File: src/rtl/seq_div_pkg.sv
// Shared types and helpers for the iterative restoring divider.
package seq_div_pkg;

    typedef enum logic [1:0] {
        IDLE,
        CALC,
        DONE
    } state_t;

    localparam int DEFAULT_WIDTH = 16;

    // Width of the iteration counter that runs from N-1 down to 0.
    function automatic int cnt_width(input int n);
        return $clog2(n);
    endfunction

endpackage

File: src/rtl/ks_subtractor.sv
// Kogge-Stone parallel-prefix subtractor: diff = a - b, computed as a + ~b + 1.
module ks_subtractor #(
    parameter int W = 17
) (
    input  logic [W-1:0] a,
    input  logic [W-1:0] b,
    output logic [W-1:0] diff,
    output logic         borrow
);

    localparam int LEVELS = $clog2(W);

    logic [W-1:0] p0;
    logic [W-1:0] g;
    logic [W-1:0] p;
    logic [W-1:0] gn;
    logic [W-1:0] pn;
    logic [W:0]   c;

    // NOTE: combinational blocks use blocking '=' so each prefix level sees
    // the previous level's result within the same evaluation.
    always_comb begin
        p0 = a ^ ~b;
        g  = a & ~b;
        p  = p0;
        gn = '0;
        pn = '0;
        for (int l = 0; l < LEVELS; l++) begin
            gn = g;
            pn = p;
            for (int i = 1; i < W; i++) begin
                if (i >= (1 << l)) begin
                    gn[i] = g[i] | (p[i] & g[i - (1 << l)]);
                    pn[i] = p[i] & p[i - (1 << l)];
                end
            end
            g = gn;
            p = pn;
        end
        // Carry-in is fixed at 1, so every group carry is simply G | P.
        c[0] = 1'b1;
        for (int i = 0; i < W; i++) begin
            c[i + 1] = g[i] | p[i];
        end
        diff   = p0 ^ c[W-1:0];
        borrow = ~c[W];
    end

endmodule

File: src/rtl/seq_divider.sv
// Iterative unsigned restoring divider, one quotient bit per clock.
// Optional SEQ_DIV_DZ_EN: zero divisor short-cuts to DONE and flags div_by_zero.
module seq_divider
    import seq_div_pkg::*;
#(
    parameter int N = DEFAULT_WIDTH
) (
    input  logic         clk,
    input  logic         rst,
    input  logic         in_valid,
    output logic         in_ready,
    input  logic [N-1:0] dividend,
    input  logic [N-1:0] divisor,
    output logic         out_valid,
    input  logic         out_ready,
    output logic [N-1:0] quotient,
    output logic [N-1:0] remainder,
    output logic         busy
`ifdef SEQ_DIV_DZ_EN
    ,
    output logic         div_by_zero
`endif
);

    localparam int CW = cnt_width(N);

    state_t        state;
    state_t        state_n;
    logic [N-1:0]  q;
    logic [N:0]    r;
    logic [N-1:0]  d;
    logic [CW-1:0] count;
    logic [N:0]    s;
    logic [N:0]    t;
    logic          borrow;
    logic          unused_r_msb;

`ifdef SEQ_DIV_DZ_EN
    logic dz;
    logic zero_div;
    assign zero_div    = (divisor == '0);
    assign div_by_zero = dz;
`else
    logic zero_div;
    assign zero_div = 1'b0;
`endif

    assign s = {r[N-1:0], q[N-1]};
    // The top bit of R is always zero after a restoring step.
    assign unused_r_msb = r[N];

    ks_subtractor #(.W(N + 1)) u_sub (
        .a      (s),
        .b      ({1'b0, d}),
        .diff   (t),
        .borrow (borrow)
    );

    always_ff @(posedge clk) begin
        if (rst) state <= IDLE;
        else     state <= state_n;
    end

    // NOTE: state_n takes a default before the case so no path infers a latch.
    always_comb begin
        state_n = state;
        unique case (state)
            IDLE: if (in_valid)   state_n = zero_div ? DONE : CALC;
            CALC: if (count == '0) state_n = DONE;
            DONE: if (out_ready)  state_n = IDLE;
            default:              state_n = IDLE;
        endcase
    end

    // NOTE: d and count are loaded at every accept before they are read,
    // so only the registers that are visible on the outputs are reset.
    always_ff @(posedge clk) begin
        if (rst) begin
            q <= '0;
            r <= '0;
`ifdef SEQ_DIV_DZ_EN
            dz <= 1'b0;
`endif
        end else begin
            unique case (state)
                IDLE: begin
                    if (in_valid) begin
                        q     <= dividend;
                        r     <= '0;
                        d     <= divisor;
                        count <= CW'(N - 1);
`ifdef SEQ_DIV_DZ_EN
                        if (zero_div) begin
                            q  <= '1;
                            r  <= {1'b0, dividend};
                            dz <= 1'b1;
                        end
`endif
                    end
                end
                CALC: begin
                    r     <= borrow ? s : t;
                    q     <= {q[N-2:0], ~borrow};
                    count <= count - CW'(1);
                end
                DONE: begin
`ifdef SEQ_DIV_DZ_EN
                    if (out_ready) dz <= 1'b0;
`endif
                end
                default: ;
            endcase
        end
    end

    assign in_ready  = (state == IDLE);
    assign out_valid = (state == DONE);
    assign busy      = (state == CALC);
    assign quotient  = q;
    assign remainder = r[N-1:0];

endmodule
File: config.mk
export PLATFORM = sky130hd
export DESIGN_NAME = seq_divider
export DESIGN_NICKNAME = d
export VERILOG_FILES = /design/src/rtl/seq_div_pkg.sv /design/src/rtl/ks_subtractor.sv /design/src/rtl/seq_divider.sv
export SDC_FILE = /design/constraint.sdc
export NUM_CORES = 1
export LEC_CHECK = 0
export CORE_ASPECT_RATIO = 1.75
export CORE_MARGIN = 1
export CORE_UTILIZATION = 51
export CTS_CLUSTER_DIAMETER = 120
export CTS_CLUSTER_SIZE = 40
export DETAILED_ROUTE_END_ITERATION = 10
export HOLD_SLACK_MARGIN = 0.02
export PLACE_DENSITY = 0.91
export SLEW_MARGIN = 20
export SYNTH_ARGS = -nofsm -noshare
export SYNTH_HDL_FRONTEND = slang
export SYNTH_SLANG_ARGS = --single-unit
File: constraint.sdc
create_clock -name clk -period 4.3 [get_ports clk]
set_input_delay 1.29 -clock clk [delete_from_list [all_inputs] [get_ports clk]]
set_output_delay 1.29 -clock clk [all_outputs]
set_load 0.02 [all_outputs]
==> flow_summary.toml <==
[status]
status = "finished, final reports clean"

[placed_design]
gp_congestion = 0.967
port_buffers = 70
hpwl_um = 6390
placed_cells = 504

[yosys]
synth_seq_area_share_pct = 38.4
netlist_area_sq_um = 3340
yosysTopAreaCellShare_pct = 20.4
synth_edf_count = 20
synth.cells.most_frequent = "nand2_1 (69), dfxtp_1 (34), nor2_1 (28)"
ys_types = 61
netlist_instances = 374
yosys_warnings = 0
yosys-top-cells-area = "dfxtp_1 (20%), edfxtp_1 (18%), nand2_1 (7.8%), ha_1 (6.7%), o211ai_2 (4.5%)"
yosys.area.top_type = "dfxtp_1"
synth_async_sr_flop_share_pct = 0
synth_nets = 428
synth_top_flop_cell = "dfxtp_1"
syn_avg_cell_area_sq_um = 8.93
synth-seq-cells = 54
yosysMostFrequentCell = "nand2_1"

[die]
rows = 38
dieArea_sq_um = 6890
core-area_sq_um = 6280
die_height_um = 109
ios = 71
die_x_um = 63.2
initial_core_util_pct = 53.2

[clock_network]
cts-resized-gates = 0
hold_buffers = 0
cts_max_path_buffers = 2
clk_latency_ns = 0.32
cts_root_buf = "clkbuf_8"
clk_pin_slew_ns = 0.09
cts_inserted_buffers = 5
cts_tree = "built"
h-tree-depth = 2
post_cts_buffers = 0
cts_num_sinks = 54

[critical_path]
cp_slowest_cell = "clkdlybuf4s50_1"
critPathCapture = "busy"
arrival_ns = 2.34
path_max_fanout = 21
rr_endpoint = "r[0]"
r2r_slack_ns = 1.60
cp-start-kind = "flip-flop"
timing.rr.start = "r[10]"
setup.worst_path.class = "flip-flop to output pin"
slowest_delay_ns = 0.62
critPathCaptureType = "output pin"
r2r_cells = 7
path_cells = "nand2b_1 > inv_2 > clkdlybuf4s50_1"
required_ns = 3.01
setup.worst_path.start = "state[1]"

[final_layout]
regArea_sq_um = 1280
drive_gt1_share_pct = 9.03
syn2layout_area_growth_pct = 23.4
instances_no_fill = 512
nNetsFinal = 485
multi_input_area_sq_um = 1830
fillers = 521
antenna_cells = 0

[routing]
wl_per_cell_um = 17.0
vias = 3074
routed_wl_um = 8710
dr.first_iter.drc_count = 157
drtAntennaViolNets = 0
drt-pass1-iter-count = 5
drc = 0
viasPerCell = 6.00

[global_routing]
gr-total-overflow = 0
antenna_found_initial = 0
grt_pass1_vias = 3041
grt_pass1_wl_um = 14000
grt_usage_pct = 26.1
grt_max_degree = 32

[sta]
fin_crit_ns = 3.63
fin_crit_sh_pct = 84.4
fmax_mhz = 276
whs_ns = 0.519
finalHoldViolCount = 0
finClkSkew_ns = 0.0127
rsz0062_at_grt = "false"
setup_viol = 0
drv_slew = 0
slew_headroom_pct = 40.0
tns_ns = 0
worst_pin_slew_ns = 0.898

[power]
p_per_area_nw_per_um2 = 251
peakVddDrop_uv = 256
p_leak_nw = 1.69

[hold_path]
hold_class = "flip-flop to flip-flop"

[job]
maxCapViolCount = 0
==> where the power goes <==
| part | switching (mW) | internal, mW |
|---|---|---|
| combinational | 0.0956 | 0.0851 |
| sequential | 0.0171 | 0.552 |
| clock | 0.175 | 0.113 |
| total | 0.287 | 0.750 |
==> layout by cell type, fill, tap and decap left out, types with 5 or more instances in the layout <==
cell type / count
inv_1: 22
edfxtp_1: 20
ha_1: 18
clkbuf_8: 5
clkdlybuf4s50_1: 70
o21ai_0: 7
o211ai_2: 12
o211ai_1: 9
nand4_1: 5
nand2_1: 69
nor3_1: 10
a311oi_1: 15
nor2_1: 27
buf_4: 5
dfxtp_1: 34
a21o_1: 8
o21ai_1: 5
xnor2_1: 10
a21oi_1: 14
==> flip-flops by register name, indices dropped and copies added, names as in the netlist <==
name      count
quotient     16
count         4
r            16
d            16
state         2
==> cell type report <==
class	instances	area share (%)
inverters	23	2.09
clock inverters	3	0.364
multi-input cells	272	44.5
clock buffers	5	1.67
well taps	80	2.43
repair buffers	75	17.9
flip-flops and latches	54	31.1
==> stage by stage <==
| step | power (mW) | utilization (%) | setup WS [ns] | cell area (sq um) |
|---|---|---|---|---|
| after global placement | 0.751 | 64.4 | 1.06 | 4040 |
| after detailed placement | 0.758 | 64.4 | 1.01 | 4040 |
| after CTS | 1.04 | 65.7 | 0.681 | 4120 |
| after floorplan | 0.674 | - | 0.624 | 3340 |
| final | 1.04 | 65.7 | 0.671 | 4120 |
| after global routing | 1.07 | 65.7 | 0.519 | 4120 |
==> kinds of logic (layout without fill, tap and decap cells) <==
kind of cell,count (synthesis),in the layout,synth area share (%)
and+or+nand+nor,137,137,18.9
AOI/OAI and AO/OA,100,100,24.4
DFF,54,54,38.4
buffers and inverters,48,106,7.00
adders and majority gates,18,18,6.74
xor gates and xnor gates,14,14,3.67
muxes,3,3,0.899
==> critical path, delay by kind of cell, from the launching register on <==
family,cells,cell delay (ns)
buf+inv,2,0.94
flops,1,0.50
simple gates,1,0.58
==> worst min-delay path by stage <==
stage | startpoint | end | cells past startpoint
after floorplan | count[3] | state[0] | 2
after global placement | quotient[1] | quotient[2] | 2
after detailed placement | quotient[1] | quotient[2] | 2
after CTS | quotient[13] | quotient[14] | 2
after global routing | quotient[12] | quotient[13] | 2
final | quotient[13] | quotient[14] | 2
==> metal layers <==
layer | GRT usage (%) | share of wire (%) | up-vias
li1 | - | - | 1460
met4 | 18.2 | 5.0 | 0
met2 | 48.2 | 54 | 106
met1 | 26.7 | 37 | 1467
met5 | 0 | 0 | -
met3 | 3.87 | 3.8 | 41
Note: power is estimated with default switching activity, not from simulation.
==> RTL edit 1, RTL diff (config.mk and constraints unchanged) <==
Build with the macro `SEQ_DIV_DZ_EN` defined.
--- a/src/rtl/seq_divider.sv
+++ b/src/rtl/seq_divider.sv
@@ -1,5 +1,7 @@
 // Iterative unsigned restoring divider, one quotient bit per clock.
 // Optional SEQ_DIV_DZ_EN: zero divisor short-cuts to DONE and flags div_by_zero.
+`define SEQ_DIV_DZ_EN
+
 module seq_divider
     import seq_div_pkg::*;
 #(
Check against the original RTL (old outputs only; new: div_by_zero): not equivalent (a bounded check fails within 4 cycles, from zero or initial values and one cycle with rst high).
==> RTL edit 1 against the original RTL <==
  * Hold slack lost 0.049 ns
  * Global-route usage grew 2.0 points
  * Cell area grew 4.0%
  * Critical path depth grew 4
  * Area after synthesis grew 2.8%
  * Setup slack gained 0.44 ns
  * Sequential cell count grew 1
  * Routed wire length grew 11%
  * Register-to-register slack lost 0.25 ns
Power is not compared: it rests on default switching activity, and its combinational part moved more than twofold at a synthesized area within 25%.
==> RTL edit 1: results (changes against the original RTL) <==
[outcome] status completed [unchanged]
[logic_synthesis] commonest cells in the synthesized netlist a21oi_1, dfxtp_1, nor2_1, nand2_1, inv_1 [was nand2_1, dfxtp_1, nor2_1, inv_1, edfxtp_1]
[logic_synthesis] synthesized netlist net count 447 [was 428]
[placement] number of port buffers 71 [was 70]
[run] count of maximum capacitance violations 0 [unchanged]
[placement] global placer's final weighted congestion 0.937 [was 0.967]
[timing] final clock skew 0.00615 ns [was 0.0127 ns]
[route] starting DRC count in detailed routing 250 [was 157]
[clocking] worst-skew pair later-pin latency 0.30 ns [was 0.32 ns]
[route] routed len/inst 18.3 um [was 17.0 um]
[clocking] CTS clock-pin slew for the worst setup and hold paths 0.07 ns [was 0.09 ns]
[pwr] Pleak 1.63 nW
[timing] Slew @ Worst Pin 0.789 ns [was 0.898 ns]
[global_routing] pin count of the biggest net entering global routing 34 [was 32]
[logic_synthesis] register area share after synthesis 37.9% [was 38.4%]
[worst_setup_path] Top delay family on crit path simple AND/OR/NAND/NOR gates [was buffers and inverters]
[finish] number of filler instances in the final layout 550 [was 521]
[route] number of detailed-routing iterations run before antenna repair 6 [was 5]
[finish] final net count 502 [was 485]
[global_routing] first-pass GRT wire length 15300 um [was 14000 um]
[pwr] maximum vdd ir drop 0.390 mV
[worst_setup_path] crit-path max FO 12 [was 21]
[logic_synthesis] leading post-synthesis cells by cell area dfxtp_1, edfxtp_1, ha_1 [was dfxtp_1, edfxtp_1, nand2_1]
[global_routing] number of global-route vias before repair 3249 [was 3041]
[clocking] Clk Tree Root Cell clkbuf_16 [was clkbuf_8]
[placement] pre-CTS setup slack 0.825 ns [was 1.01 ns]
[finish] layout cell share with drive strength beyond 1 7.57% [was 9.03%]
[global_routing] GRT Util Overall 28.1% [was 26.1%]
[logic_synthesis] Netlist cell types 70 [was 61]
[worst_setup_path] data arrival time of the critical path 3.42 ns [was 2.34 ns]
[placement] HPWL after DPL 7170 um [was 6390 um]
-- RTL edit 1: cell count changes after synthesis, sizes merged, moves of 4 or more --
cell and delta:
nor2 +7, a31oi +4, a311oi -6, nor3 -4
xnor2 -6, a211o +4, o211ai -14, a21oi +22
nand2 -37, nor4 +6, o221ai +12, nand3 +9
-- RTL edit 1: logic make-up (layout without fill, tap and decap cells) --
family | Yosys count | in the layout | synth area share, %
AOI/OAI and AO/OA | 133 | 133 | 28.6
and+or+nand+nor | 123 | 123 | 17.3
DFF | 55 | 55 | 37.9
buffers and inverters | 54 | 110 | 6.96
adders and majority gates | 18 | 18 | 6.56
xor gates and xnor gates | 7 | 7 | 1.79
muxes | 3 | 3 | 0.911
-- RTL edit 1: final cells by class --
| class | instances | share of cell area, % |
|---|---|---|
| clock inverter | 2 | 0.350 |
| tap | 82 | 2.39 |
| clock buffer | 6 | 3.00 |
| multi-input combinational | 284 | 44.2 |
| sequential | 55 | 30.3 |
| inverter | 26 | 2.28 |
| timing repair buffer | 76 | 17.4 |
-- RTL edit 1: per-stage QoR --
stage          instance area, sq um  cells  power, mW
2_1_floorplan                  3430    393       1.08
3_3_place_gp                   4150    523       1.29
3_5_place_dp                   4150    523       1.31
4_1_cts                        4290    531       1.72
5_1_grt                        4290    531       1.79
6_report                       4290    531       1.72
-- RTL edit 1: power groups by stage --
stage / combinational (mW) / sequential, mW / clock (mW)
5_1_grt: 0.701 / 0.662 / 0.432
6_report: 0.653 / 0.657 / 0.410
3_3_place_gp: 0.628 / 0.664 / 0
2_1_floorplan: 0.378 / 0.700 / 0
3_5_place_dp: 0.641 / 0.666 / 0
4_1_cts: 0.646 / 0.655 / 0.417
-- RTL edit 1: layer usage --
layer | vias to the layer above | global-route usage, % | wire length, um
met5 | - | 0 | 0
met4 | 0 | 20.3 | 620
met3 | 54 | 3.93 | 503
met2 | 174 | 49.3 | 5130
met1 | 1646 | 29.7 | 3450
li1 | 1590 | - | -
-- RTL edit 1: worst register-to-register path, cell delays in order (launching register included) --
cell      delay (ns)
dfxtp_1         0.44
ha_1            0.37
a21oi_2         0.28
o211ai_1        0.18
a311o_1         0.52
nor2_2          0.52
nand2_1         0.26
a311oi_1        0.28
-- RTL edit 1: final timing paths --
check	end	slack, ns	from
worst max-delay path	r[13]	1.11	divisor[1]
worst min-delay path	quotient[4]	0.47	quotient[4]
worst max register to register	r[7]	1.35	r[11]
worst min register to register	quotient[4]	0.47	quotient[4]
==> RTL edit 2, RTL diff (same settings) <==
Without the edit above. The 3 states of `state_t` get a one-hot encoding in 3 bits.
--- a/src/rtl/seq_div_pkg.sv
+++ b/src/rtl/seq_div_pkg.sv
@@ -1,10 +1,10 @@
 // Shared types and helpers for the iterative restoring divider.
 package seq_div_pkg;
 
-    typedef enum logic [1:0] {
-        IDLE,
-        CALC,
-        DONE
+    typedef enum logic [2:0] {
+        IDLE = 3'b001,
+        CALC = 3'b010,
+        DONE = 3'b100
     } state_t;
 
     localparam int DEFAULT_WIDTH = 16;
Behaviour: no difference found for any inputs over 4 cycles, from zero or initial values and one cycle with rst high; so few cycles prove little.
==> RTL edit 2 against the original RTL <==
  * Clock power increased by 3%
  * Sequential cell count is 1 higher
  * Power decreased by 0.41%
  * Sequential power rose by 0.7%
  * Setup slack better by 0.12 ns
  * Synthesized cell count down 22%
  * Cell area shrank 10%
  * Area after synthesis decreased by 15%
  * Routed wire length is 22% lower
  * Hold slack got worse by 0.017 ns
  * Critical path type unchanged
  * Largest cell class unchanged
  * Largest power group unchanged
  * Highest routed layer unchanged
==> RTL edit 2: results (changes against the original RTL) <==
[outcome] status completed [unchanged]
[finish] Register Area 1300 sq um [was 1280 sq um]
[logic_synthesis] commonest cells in the synthesized netlist nor2_1, dfxtp_1, inv_1, edfxtp_1, nand2_1 [was nand2_1, dfxtp_1, nor2_1, inv_1, edfxtp_1]
[global_routing] number of global-route vias before repair 2548 [was 3041]
[pwr] switching power total 0.274 mW [was 0.287 mW]
[finish] number of non-filler instances in the completed layout 437 [was 512]
[finish] number of filler instances in the final layout 411 [was 521]
[logic_synthesis] register area share after synthesis 45.6% [was 38.4%]
[finish] clock-cell share of area 2.53% [was 2.03%]
[route] overall routed net length 6750 um [was 8710 um]
[logic_synthesis] synthesized netlist net count 347 [was 428]
[finish] final net count 416 [was 485]
[finish] sequential cell count 55 [was 54]
[finish] non-clock buffering overhead in the final layout 19.3% [was 17.9%]
[pwr] sequential group power 0.573 mW [was 0.569 mW]
[finish] relative area change from synthesis to final layout 30.0% [was 23.4%]
[logic_synthesis] leading post-synthesis cells by cell area dfxtp_1, edfxtp_1, ha_1 [was dfxtp_1, edfxtp_1, nand2_1]
[placement] count of placed standard cells including taps 429 [was 504]
[pwr] combinational share of power 15.9% [was 17.4%]
[finish] layout cell share with drive strength beyond 1 4.41% [was 9.03%]
[worst_setup_path] first element of the critical path state[0] [was state[1]]
[placement] HPWL after DPL 5040 um [was 6390 um]
[worst_setup_path] data arrival time of the critical path 2.22 ns [was 2.34 ns]
[worst_setup_path] FF-to-FF End r[13] [was r[0]]
[timing] Highest Clock Rate 285 MHz [was 276 MHz]
[global_routing] pin count of the biggest net entering global routing 25 [was 32]
[worst_setup_path] depth of the worst register-to-register path 9 [was 7]
[global_routing] first-pass GRT wire length 10900 um [was 14000 um]
[route] starting DRC count in detailed routing 117 [was 157]
[timing] final clock skew 0.00979 ns [was 0.0127 ns]
[finish] Repair and plain buffers 72 [was 75]
[logic_synthesis] Netlist cell types 52 [was 61]
[worst_setup_path] Reg-to-Reg Start quotient[15] [was r[10]]
[placement] Post-DP Area 3620 sq um [was 4040 sq um]
==> RTL edit 2: cell count changes in the layout (fill, tap and decap cells not counted), moves of 4 or more <==
cell / before / now
nand2_1: 69 / 20
o21ai_0: 7 / 15
nor2_1: 27 / 36
nand4_1: 5 / 1
a311oi_1: 15 / 1
a21oi_1: 14 / 8
a32oi_1: 0 / 5
o211ai_1: 9 / 3
mux2i_1: 3 / 9
a222oi_1: 0 / 11
o211ai_2: 12 / 0
==> RTL edit 2: how the worst min path moves through the flow <==
stage | startpoint | to | slack [ns] | cells after the start
2_1_floorplan | count[0] | count[0] | 0.54 | 1
3_3_place_gp | r[7] | r[7] | 0.48 | 2
3_5_place_dp | r[6] | r[6] | 0.49 | 2
4_1_cts | r[6] | r[6] | 0.51 | 2
5_1_grt | r[6] | r[6] | 0.53 | 2
6_report | r[6] | r[6] | 0.50 | 2
==> RTL edit 2: critical path: cells and delay by family (launching register included) <==
family / cells / cell delay, ns
buffers and inverters: 2 / 1.13
flip-flops: 1 / 0.38
AND/OR/NAND/NOR: 2 / 0.39
==> RTL edit 2: kinds of logic (layout without fill, tap and decap cells) <==
kind of cell | Yosys count | in the layout | synth area share, %
buffers and inverters | 33 | 103 | 4.61
multiplexers | 9 | 9 | 3.16
AO/OA/AOI/OAI | 75 | 75 | 20.2
flip-flops | 55 | 55 | 45.6
XOR/XNOR | 12 | 12 | 3.68
AND/OR/NAND/NOR | 91 | 91 | 14.9
adder cells (fa/ha/maj) | 18 | 18 | 7.89
==> RTL edit 2: routing by layer <==
layer,part of all wire [%],global-route usage [%]
met5,0,0
met4,1.8,11.7
met3,4.9,5.91
met2,56,45.8
met1,37,23.3
